[src/rtl/spiking_pkg.sv]
// Shared definitions for the spiking datapath (encoder and spiking_pe).
// Latency: n/a (types and constants only).
// Backpressure: n/a.
package spiking_pkg;

  // Default activation width shared by the encoder and the PE array.
  localparam int DEFAULT_DATA_WIDTH = 16;

  // Encoder control states.
  typedef enum logic {
    IDLE   = 1'b0,
    ENCODE = 1'b1
  } enc_state_t;

endpackage

[src/rtl/spike_accumulator.sv]
// Rate-coding accumulator: adds the held value each step and fires on threshold crossing.
// Latency: spike is combinational from acc/value; acc updates on the step edge.
// Backpressure: none; acc only moves when acc_step is asserted.
//
// Ports:
//   clk, rstn   - clock, asynchronous active-low reset
//   acc_clear   - zero the accumulator (has priority over acc_step)
//   acc_step    - commit this cycle's accumulate/subtract
//   value       - clamped activation, zero-extended to AW bits
//   spike       - 1 when acc + value reaches THRESHOLD
module spike_accumulator #(
  parameter int AW        = 17,
  parameter int THRESHOLD = 256
) (
  input  logic          clk,
  input  logic          rstn,
  input  logic          acc_clear,
  input  logic          acc_step,
  input  logic [AW-1:0] value,
  output logic          spike
);

  localparam logic [AW-1:0] THR = AW'(THRESHOLD);

  logic [AW-1:0] acc;
  logic [AW-1:0] sum;

  // value <= THRESHOLD and acc < THRESHOLD, so sum < 2*THRESHOLD fits in AW bits.
  always_comb begin
    sum   = acc + value;
    spike = (sum >= THR);
  end

  always_ff @(posedge clk or negedge rstn) begin
    if (!rstn) begin
      acc <= '0;
    end else if (acc_clear) begin
      acc <= '0;
    end else if (acc_step) begin
      acc <= spike ? (sum - THR) : sum;
    end
  end

endmodule

[src/rtl/spike_row_encoder.sv]
// Converts one signed activation into NUM_STEPS rate-coded spike bits for a PE row.
// Latency: each spike appears one cycle after the step_en cycle that produced it.
// Backpressure: in_ready only in IDLE; step_en=0 stalls the encoding in place.
//
// Ports:
//   clk, rstn            - clock, asynchronous active-low reset
//   in_valid/in_ready    - activation handshake, in_data is signed
//   step_en              - downstream row advances one timestep
//   clear                - synchronous abort, wins over step_en and in_valid
//   out_row/out_valid    - registered spike bit and its qualifier
//   out_last             - marks the final timestep of the value
module spike_row_encoder
  import spiking_pkg::*;
#(
  parameter int DATA_WIDTH = DEFAULT_DATA_WIDTH,
  parameter int NUM_STEPS  = 8,
  parameter int THRESHOLD  = 256
) (
  input  logic                         clk,
  input  logic                         rstn,
  input  logic                         in_valid,
  output logic                         in_ready,
  input  logic signed [DATA_WIDTH-1:0] in_data,
  input  logic                         step_en,
  input  logic                         clear,
  output logic                         out_row,
  output logic                         out_valid,
  output logic                         out_last
);

  localparam int                    AW       = DATA_WIDTH + 1;
  localparam int                    CW       = $clog2(NUM_STEPS) + 1;
  localparam logic [CW-1:0]         LAST_CNT = CW'(NUM_STEPS - 1);
  localparam logic [DATA_WIDTH-1:0] THR_DW   = DATA_WIDTH'(THRESHOLD);

  enc_state_t            state;
  logic [CW-1:0]         cnt;
  logic [DATA_WIDTH-1:0] value;
  logic [DATA_WIDTH-1:0] clamped;
  logic                  accept;
  logic                  do_step;
  logic                  spike;

  assign in_ready = (state == IDLE);
  assign accept   = in_ready && in_valid && !clear;
  assign do_step  = (state == ENCODE) && step_en && !clear;

  // Negative activations never fire; anything above threshold fires every step.
  always_comb begin
    if (in_data[DATA_WIDTH-1]) begin
      clamped = '0;
    end else if ($unsigned(in_data) > THR_DW) begin
      clamped = THR_DW;
    end else begin
      clamped = $unsigned(in_data);
    end
  end

  // Accumulator is zeroed on every new value and on abort.
  spike_accumulator #(
    .AW        (AW),
    .THRESHOLD (THRESHOLD)
  ) u_acc (
    .clk       (clk),
    .rstn      (rstn),
    .acc_clear (clear || accept),
    .acc_step  (do_step),
    .value     ({1'b0, value}),
    .spike     (spike)
  );

  always_ff @(posedge clk or negedge rstn) begin
    if (!rstn) begin
      state     <= IDLE;
      cnt       <= '0;
      value     <= '0;
      out_row   <= 1'b0;
      out_valid <= 1'b0;
      out_last  <= 1'b0;
    end else begin
      // Outputs default to idle; only an issued step raises them.
      out_row   <= 1'b0;
      out_valid <= 1'b0;
      out_last  <= 1'b0;
      if (clear) begin
        state <= IDLE;
        cnt   <= '0;
      end else begin
        case (state)
          IDLE: begin
            if (in_valid) begin
              value <= clamped;
              cnt   <= '0;
              state <= ENCODE;
            end
          end
          ENCODE: begin
            if (step_en) begin
              out_row   <= spike;
              out_valid <= 1'b1;
              out_last  <= (cnt == LAST_CNT);
              if (cnt == LAST_CNT) begin
                cnt   <= '0;
                state <= IDLE;
              end else begin
                cnt <= cnt + CW'(1);
              end
            end
          end
          default: state <= IDLE;
        endcase
      end
    end
  end

endmodule

[config.mk]
export PLATFORM = sky130hd
export DESIGN_NAME = spike_row_encoder
export DESIGN_NICKNAME = d
export VERILOG_FILES = /design/src/rtl/spiking_pkg.sv /design/src/rtl/spike_accumulator.sv /design/src/rtl/spike_row_encoder.sv
export SDC_FILE = /design/constraint.sdc
export NUM_CORES = 1
export LEC_CHECK = 0
export BUFFER_PORTS_ARGS = -buffer_cell sky130_fd_sc_hd__clkbuf_2
export CAP_MARGIN = 20
export CORE_MARGIN = 2
export CORE_UTILIZATION = 60
export CTS_BUF_LIST = sky130_fd_sc_hd__clkbuf_8
export CTS_CLUSTER_DIAMETER = 120
export DETAILED_ROUTE_END_ITERATION = 8
export MAX_ROUTING_LAYER = met4
export PLACE_DENSITY = 0.8
export SYNTH_ARGS = -nofsm -noshare
export SYNTH_HDL_FRONTEND = slang
export SYNTH_HIERARCHICAL = 1
export SYNTH_SLANG_ARGS = --single-unit
[constraint.sdc]
create_clock -name clk -period 4.2 [get_ports clk]
set_clock_uncertainty 0.05 [all_clocks]
set_input_delay 0.84 -clock clk [delete_from_list [all_inputs] [get_ports clk]]
set_output_delay 0.84 -clock clk [all_outputs]
set_load 0.01 [all_outputs]
==> results of run 1 <==
==> registers in the layout, indices dropped and copies added (netlist names) <==
| name | count |
|---|---|
| out_last | 1 |
| u_acc/acc | 17 |
| state | 1 |
| out_row | 1 |
| out_valid | 1 |
| value | 15 |
| cnt | 4 |
==> through the flow <==
stage	instances	area [µm²]	worst slack (ps)	power, mW	hold WS, ps
global placement	361	2970	377	0.537	419
floorplan	292	2840	382	0.499	403
global route	369	3080	103	0.818	315
finish	369	3080	265	0.779	317
detailed placement	361	2970	205	0.542	424
CTS	368	3050	159	0.784	442
==> cells in the mapped netlist, drive strengths merged, types with 5 or more instances <==
| library cell | instances | share of area (%) |
|---|---|---|
| mux2i | 7 | 2.5 |
| a311oi | 6 | 2.3 |
| nand2 | 14 | 1.9 |
| nor2 | 21 | 2.8 |
| clkbuf | 6 | 0.84 |
| a211oi | 5 | 1.5 |
| buf | 5 | 1.6 |
| and2 | 5 | 1.1 |
| a21o | 7 | 1.9 |
| inv | 11 | 1.5 |
| xnor2 | 8 | 2.5 |
| dfrtp | 40 | 35 |
| nor3 | 7 | 1.2 |
| a31o | 8 | 2.5 |
| o31ai | 9 | 2.6 |
| o21ai | 11 | 1.9 |
| nor2b | 19 | 4.2 |
| a21oi | 13 | 2.4 |
| nand2b | 6 | 1.3 |
| ha | 19 | 8.4 |
==> final cells by class <==
class	count	area, µm²
clock buffer	5	68.8
fill	390	1550
timing repair buffer	27	155
sequential	40	1000
inverter	11	41.3
clock inverter	2	8.76
tap	54	67.6
multi-input combinational	230	1740
==> logic make-up after synthesis <==
kind of cell	share of synthesized area, %
AND/OR/NAND/NOR	19.9
AO/OA/AOI/OAI	25.1
flip-flops	35.3
buffers and inverters	3.88
adder cells (fa/ha/maj)	9.09
XOR/XNOR	3.40
multiplexers	3.26
other	0.132
==> metal layers <==
metal | up-vias | GRT usage [%]
met2 | 53 | 38.7
met3 | 9 | 4.14
li1 | 1144 | -
met1 | 1140 | 34.9
met5 | - | -
met4 | 0 | 7.61
==> where the power goes <==
part / internal [mW] / switching, mW / leakage (nW) / total (mW)
sequential: 0.391 / 0.00647 / 0.553 / 0.398
clock: 0.111 / 0.129 / 0.0452 / 0.240
combinational: 0.0577 / 0.0844 / 0.864 / 0.142
total: 0.560 / 0.220 / 1.46 / 0.779
==> placed cells by master (no fill, tap or decap), types with 3 or more instances in the layout <==
cell type,count
mux2i_1,7
clkbuf_2,24
o21ai_0,10
inv_1,12
a311oi_1,4
a31o_1,8
o31ai_1,8
nand2_1,14
nor2b_1,19
ha_1,19
a211oi_1,4
o311ai_0,3
xor2_1,3
o21a_1,4
dfrtp_1,40
nor3_1,7
and2_1,5
nor2_1,21
a21o_1,7
xnor2_1,8
nand2b_1,6
nand3_1,3
a21oi_1,12
clkbuf_8,5
nand4_1,3
==> critical path: stages (launching register included) <==
cell and delay (ps):
dfrtp_1 380, ha_1 220, inv_1 70, fa_1 200, nor2b_1 80, o2111a_2 300, or3_1 380, a21bo_2 240
nand2_1 90, ha_1 150, nand3_1 70, or4_1 530, nor4_2 170, a21o_1 160, or4b_1 480, a311oi_2 270
==> worst paths after layout <==
kind,start,end,slack [ps],cells after the start
min in group clk,u_acc/acc[15],u_acc/acc[15],440,2
hold / removal,rstn,value[13],320,1
hold reg to reg,u_acc/acc[15],u_acc/acc[15],440,2
setup reg to reg,value[0],u_acc/acc[16],260,15
setup / recovery,value[0],u_acc/acc[16],260,15
max in group asynchronous,rstn,out_valid,3350,2
==> timing repair <==
action                                  4_1_cts  5_1_grt
gates resized for setup                       0        1
endpoints found under the hold margin         0        0
endpoints found under the setup margin        0        1
==> impl_metrics.json, run 1 <==
{
  "drv_cap": 0,
  "wl_met2_um": 2900,
  "num_antenna_cells": 0,
  "pwr_density_cell_nw_per_um2": 253,
  "period_needed_ps": 3940,
  "status": "complete, no violations",
  "routabilityCongestion": 0.893,
  "ant_nets": 0,
  "drtPass1Iterations": 4,
  "wl_met1_um": 2810,
  "synth_seq_area_share_pct": 35.3,
  "port_buffers": 24,
  "antenna_found_initial": 0,
  "hpwl_um": 4260,
  "postCtsSetupBuffers": 0,
  "gr-total-overflow": 0,
  "ioPinCount": 25,
  "die-area_um2": 5290,
  "endpoint_kind": "register",
  "ir_drop_mv": 0.184,
  "die_h_um": 72.8,
  "die_w_um": 72.8,
  "ys_ff_latch": 40,
  "grt_max_degree": 41,
  "hp-class": "primary input to async pin",
  "cts_made_buffers": 5,
  "vias": 2346,
  "tritoncts": "done",
  "cts-root-buf": "clkbuf_8",
  "grt_setup_unrepaired": "false",
  "synth_edf_count": 0,
  "fin_util_pct": 66.5,
  "grt_pass1_wl_um": 10400,
  "drive_gt1_share_pct": 16.5,
  "clk_pin_slew_ps": 70,
  "start_util_pct": 61.3,
  "grt_pass1_vias": 2252,
  "final_net_count": 356,
  "drt-total-wl_um": 5980,
  "period_share_pct": 93.7,
  "drv_slew": 0,
  "worstSetupPathType": "register to register",
  "vias_per_cell": 6.36,
  "maxClockFrequency_mhz": 254,
  "yosysWarnings": 6,
  "insertion_delay_ps": 290,
  "rows": 25,
  "drc": 0,
  "clock-sinks": 40,
  "maxSlewHeadroom_pct": 37.1,
  "clk_path_buf_depth": 2,
  "setup-tns-final_ps": 0,
  "dr_wl_met3_um": 199,
  "worst_pin_slew_ps": 943,
  "core_area_um2": 4630,
  "htreeDepth": 2,
  "hold_viol_final": 0,
  "syn_area_um2": 2840,
  "start_kind": "register",
  "cp.arrival_ps": 4080,
  "drtIter0Drc": 145,
  "top_layer": "met4",
  "syn_to_final_growth_pct": 8.51,
  "synth_cells": 291,
  "wl_per_cell_um": 16.2,
  "synth-async-reset-ratio_pct": 100,
  "p_leak_nw": 1.46,
  "synthDistinctLibCells": 72,
  "cp.required_ps": 4340,
  "holdBufCountCts": 0,
  "finalSetupViolCount": 0,
  "postSynthAreaPerCell_um2": 9.75,
  "ys.flop_type": "dfrtp_1",
  "cp_max_fo": 5,
  "track_usage_pct": 25.4
}
Note: power is estimated with default switching activity, not from simulation.
==> run 2: changes to the inputs <==
--- a/config.mk
+++ b/config.mk
@@ -11,8 +11,8 @@
 export CORE_UTILIZATION = 60
 export CTS_BUF_LIST = sky130_fd_sc_hd__clkbuf_8
 export CTS_CLUSTER_DIAMETER = 120
+export CTS_CLUSTER_SIZE = 30
 export DETAILED_ROUTE_END_ITERATION = 8
-export MAX_ROUTING_LAYER = met4
 export PLACE_DENSITY = 0.8
 export SYNTH_ARGS = -nofsm -noshare
 export SYNTH_HDL_FRONTEND = slang
==> constraint.sdc (replaced) <==
create_clock -name clk -period 4.2 [get_ports clk]
set_clock_uncertainty 0.05 [all_clocks]
set_input_delay 0.63 -clock clk [delete_from_list [all_inputs] [get_ports clk]]
set_output_delay 0.63 -clock clk [all_outputs]
set_load 0.01 [all_outputs]
==> impl_metrics.json, run 2 (same netlist as run 1, synthesis figures left out) <==
{
  "rr_endpoint": "u_acc/acc[16]",
  "grt_max_degree": 41,
  "core_area_um2": 4630,
  "grt_pass1_vias": 2326,
  "cp.arrival_ps": 4100,
  "clk_pin_slew_ps": 80,
  "drive_gt1_share_pct": 17.4,
  "vias": 2358,
  "ant_nets": 0,
  "dr_wl_met3_um": 260,
  "drv_slew": 0,
  "crit_path_end": "u_acc/acc[16]",
  "tritoncts": "done",
  "holdBufCountCts": 0,
  "critPathLaunch": "value[0]",
  "routabilityCongestion": 0.891,
  "postPlaceCellArea_um2": 2970,
  "ioPinCount": 25,
  "drt-total-wl_um": 6120,
  "p_leak_nw": 1.48,
  "cp.required_ps": 4340,
  "drv_cap": 0,
  "top_layer": "met4",
  "p_total_mw": 0.888,
  "worstRegToRegCells": 15,
  "worst_pin_slew_ps": 950,
  "htreeDepth": 2,
  "final_net_count": 356,
  "port_buffers": 24,
  "drtIter0Drc": 166,
  "die-area_um2": 5290,
  "final_common_cell": "dfrtp_1",
  "r2r_slack_ps": 240,
  "mostFrequentLayoutCells": "40 x dfrtp_1, 24 x clkbuf_2, 21 x nor2_1",
  "drtPass1Iterations": 4,
  "period_share_pct": 94.3,
  "die_w_um": 72.8,
  "postLayoutCellArea_um2": 3140,
  "hold_viol_final": 0,
  "cts_made_buffers": 5,
  "hpwl_um": 4330,
  "worstSetupPathType": "register to register",
  "period_needed_ps": 3960,
  "hp-class": "primary input to async pin",
  "gr-total-overflow": 0,
  "track_usage_pct": 25.6,
  "clk_path_buf_depth": 2,
  "maxClockFrequency_mhz": 253,
  "ir_drop_mv": 0.162,
  "maxSlewHeadroom_pct": 36.6,
  "rows": 25,
  "num_antenna_cells": 0,
  "syn_to_final_growth_pct": 10.7,
  "cts-root-buf": "clkbuf_8",
  "cp_max_fo": 5,
  "status": "complete, no violations",
  "reg_top3": "u_acc/acc (17), value (15), cnt (4)",
  "antenna_found_initial": 0,
  "start_kind": "register",
  "grt_pass1_wl_um": 10700,
  "postCtsSetupBuffers": 0,
  "pwr_density_cell_nw_per_um2": 283,
  "grt_setup_unrepaired": "false",
  "finalSetupViolCount": 0,
  "setup-tns-final_ps": 0,
  "endpoint_kind": "register",
  "wl_per_cell_um": 16.5,
  "largest_register_ffs": 17,
  "die_h_um": 72.8,
  "vias_per_cell": 6.37,
  "largest-register": "u_acc/acc",
  "start_util_pct": 61.3,
  "drc": 0,
  "rr_startpoint": "value[0]",
  "clock-sinks": 40,
  "wl_met1_um": 2740,
  "insertion_delay_ps": 290,
  "wl_met2_um": 3040
}
[run 2: report_power, final]
part / internal, mW / switching, mW
clock network: 0.210 / 0.136
registers: 0.391 / 0.00650
logic: 0.0597 / 0.0846
total: 0.661 / 0.227
[run 2: stage by stage]
stage	setup slack [ps]	util (%)	cells	hold WS (ps)
5_1_grt	8.56	67.8	370	293
4_1_cts	226	67.0	369	449
3_3_place_gp	378	64.2	361	427
6_report	240	67.8	370	257
3_5_place_dp	272	64.2	361	429
2_1_floorplan	382	-	292	284
[run 2: repair_timing]
item,4_1_cts,5_1_grt
endpoints found under the setup margin,0,1
endpoints found under the hold margin,0,0
resized for setup,0,2
[run 2: worst max-delay path: stages (launching register included)]
cell,delay [ps]
dfrtp_1,390
ha_1,210
inv_1,70
fa_1,200
nor2b_1,70
o2111a_2,300
or3_4,380
a21bo_2,240
nand2_1,90
ha_1,150
nand3_1,60
or4_1,520
nor4_2,270
a21o_1,150
or4b_1,460
a311oi_2,250
[run 2: how the worst min path moves through the flow]
stage                             start            end  slack (ps)  cells after the start
after global routing               rstn      value[14]         290                      1
after CTS                 u_acc/acc[15]  u_acc/acc[15]         450                      2
final                              rstn      value[13]         260                      1
after floorplan                    rstn         cnt[0]         280                      0
after global placement    u_acc/acc[15]  u_acc/acc[15]         430                      2
after detailed placement  u_acc/acc[15]  u_acc/acc[15]         430                      2
[run 2: layout make-up]
cell class | instances | area, µm²
tap | 54 | 67.6
inverter | 11 | 41.3
fill | 367 | 1490
sequential | 40 | 1000
clock buffer | 7 | 96.3
clock inverter | 1 | 30.0
multi-input combinational | 230 | 1740
timing repair buffer | 27 | 163
[run 2: layer usage]
| layer | vias to the layer above | GRT usage (%) |
|---|---|---|
| li1 | 1138 | - |
| met1 | 1153 | 32.9 |
| met2 | 57 | 43.4 |
| met3 | 10 | 5.11 |
| met4 | 0 | 8.23 |
| met5 | - | 0 |
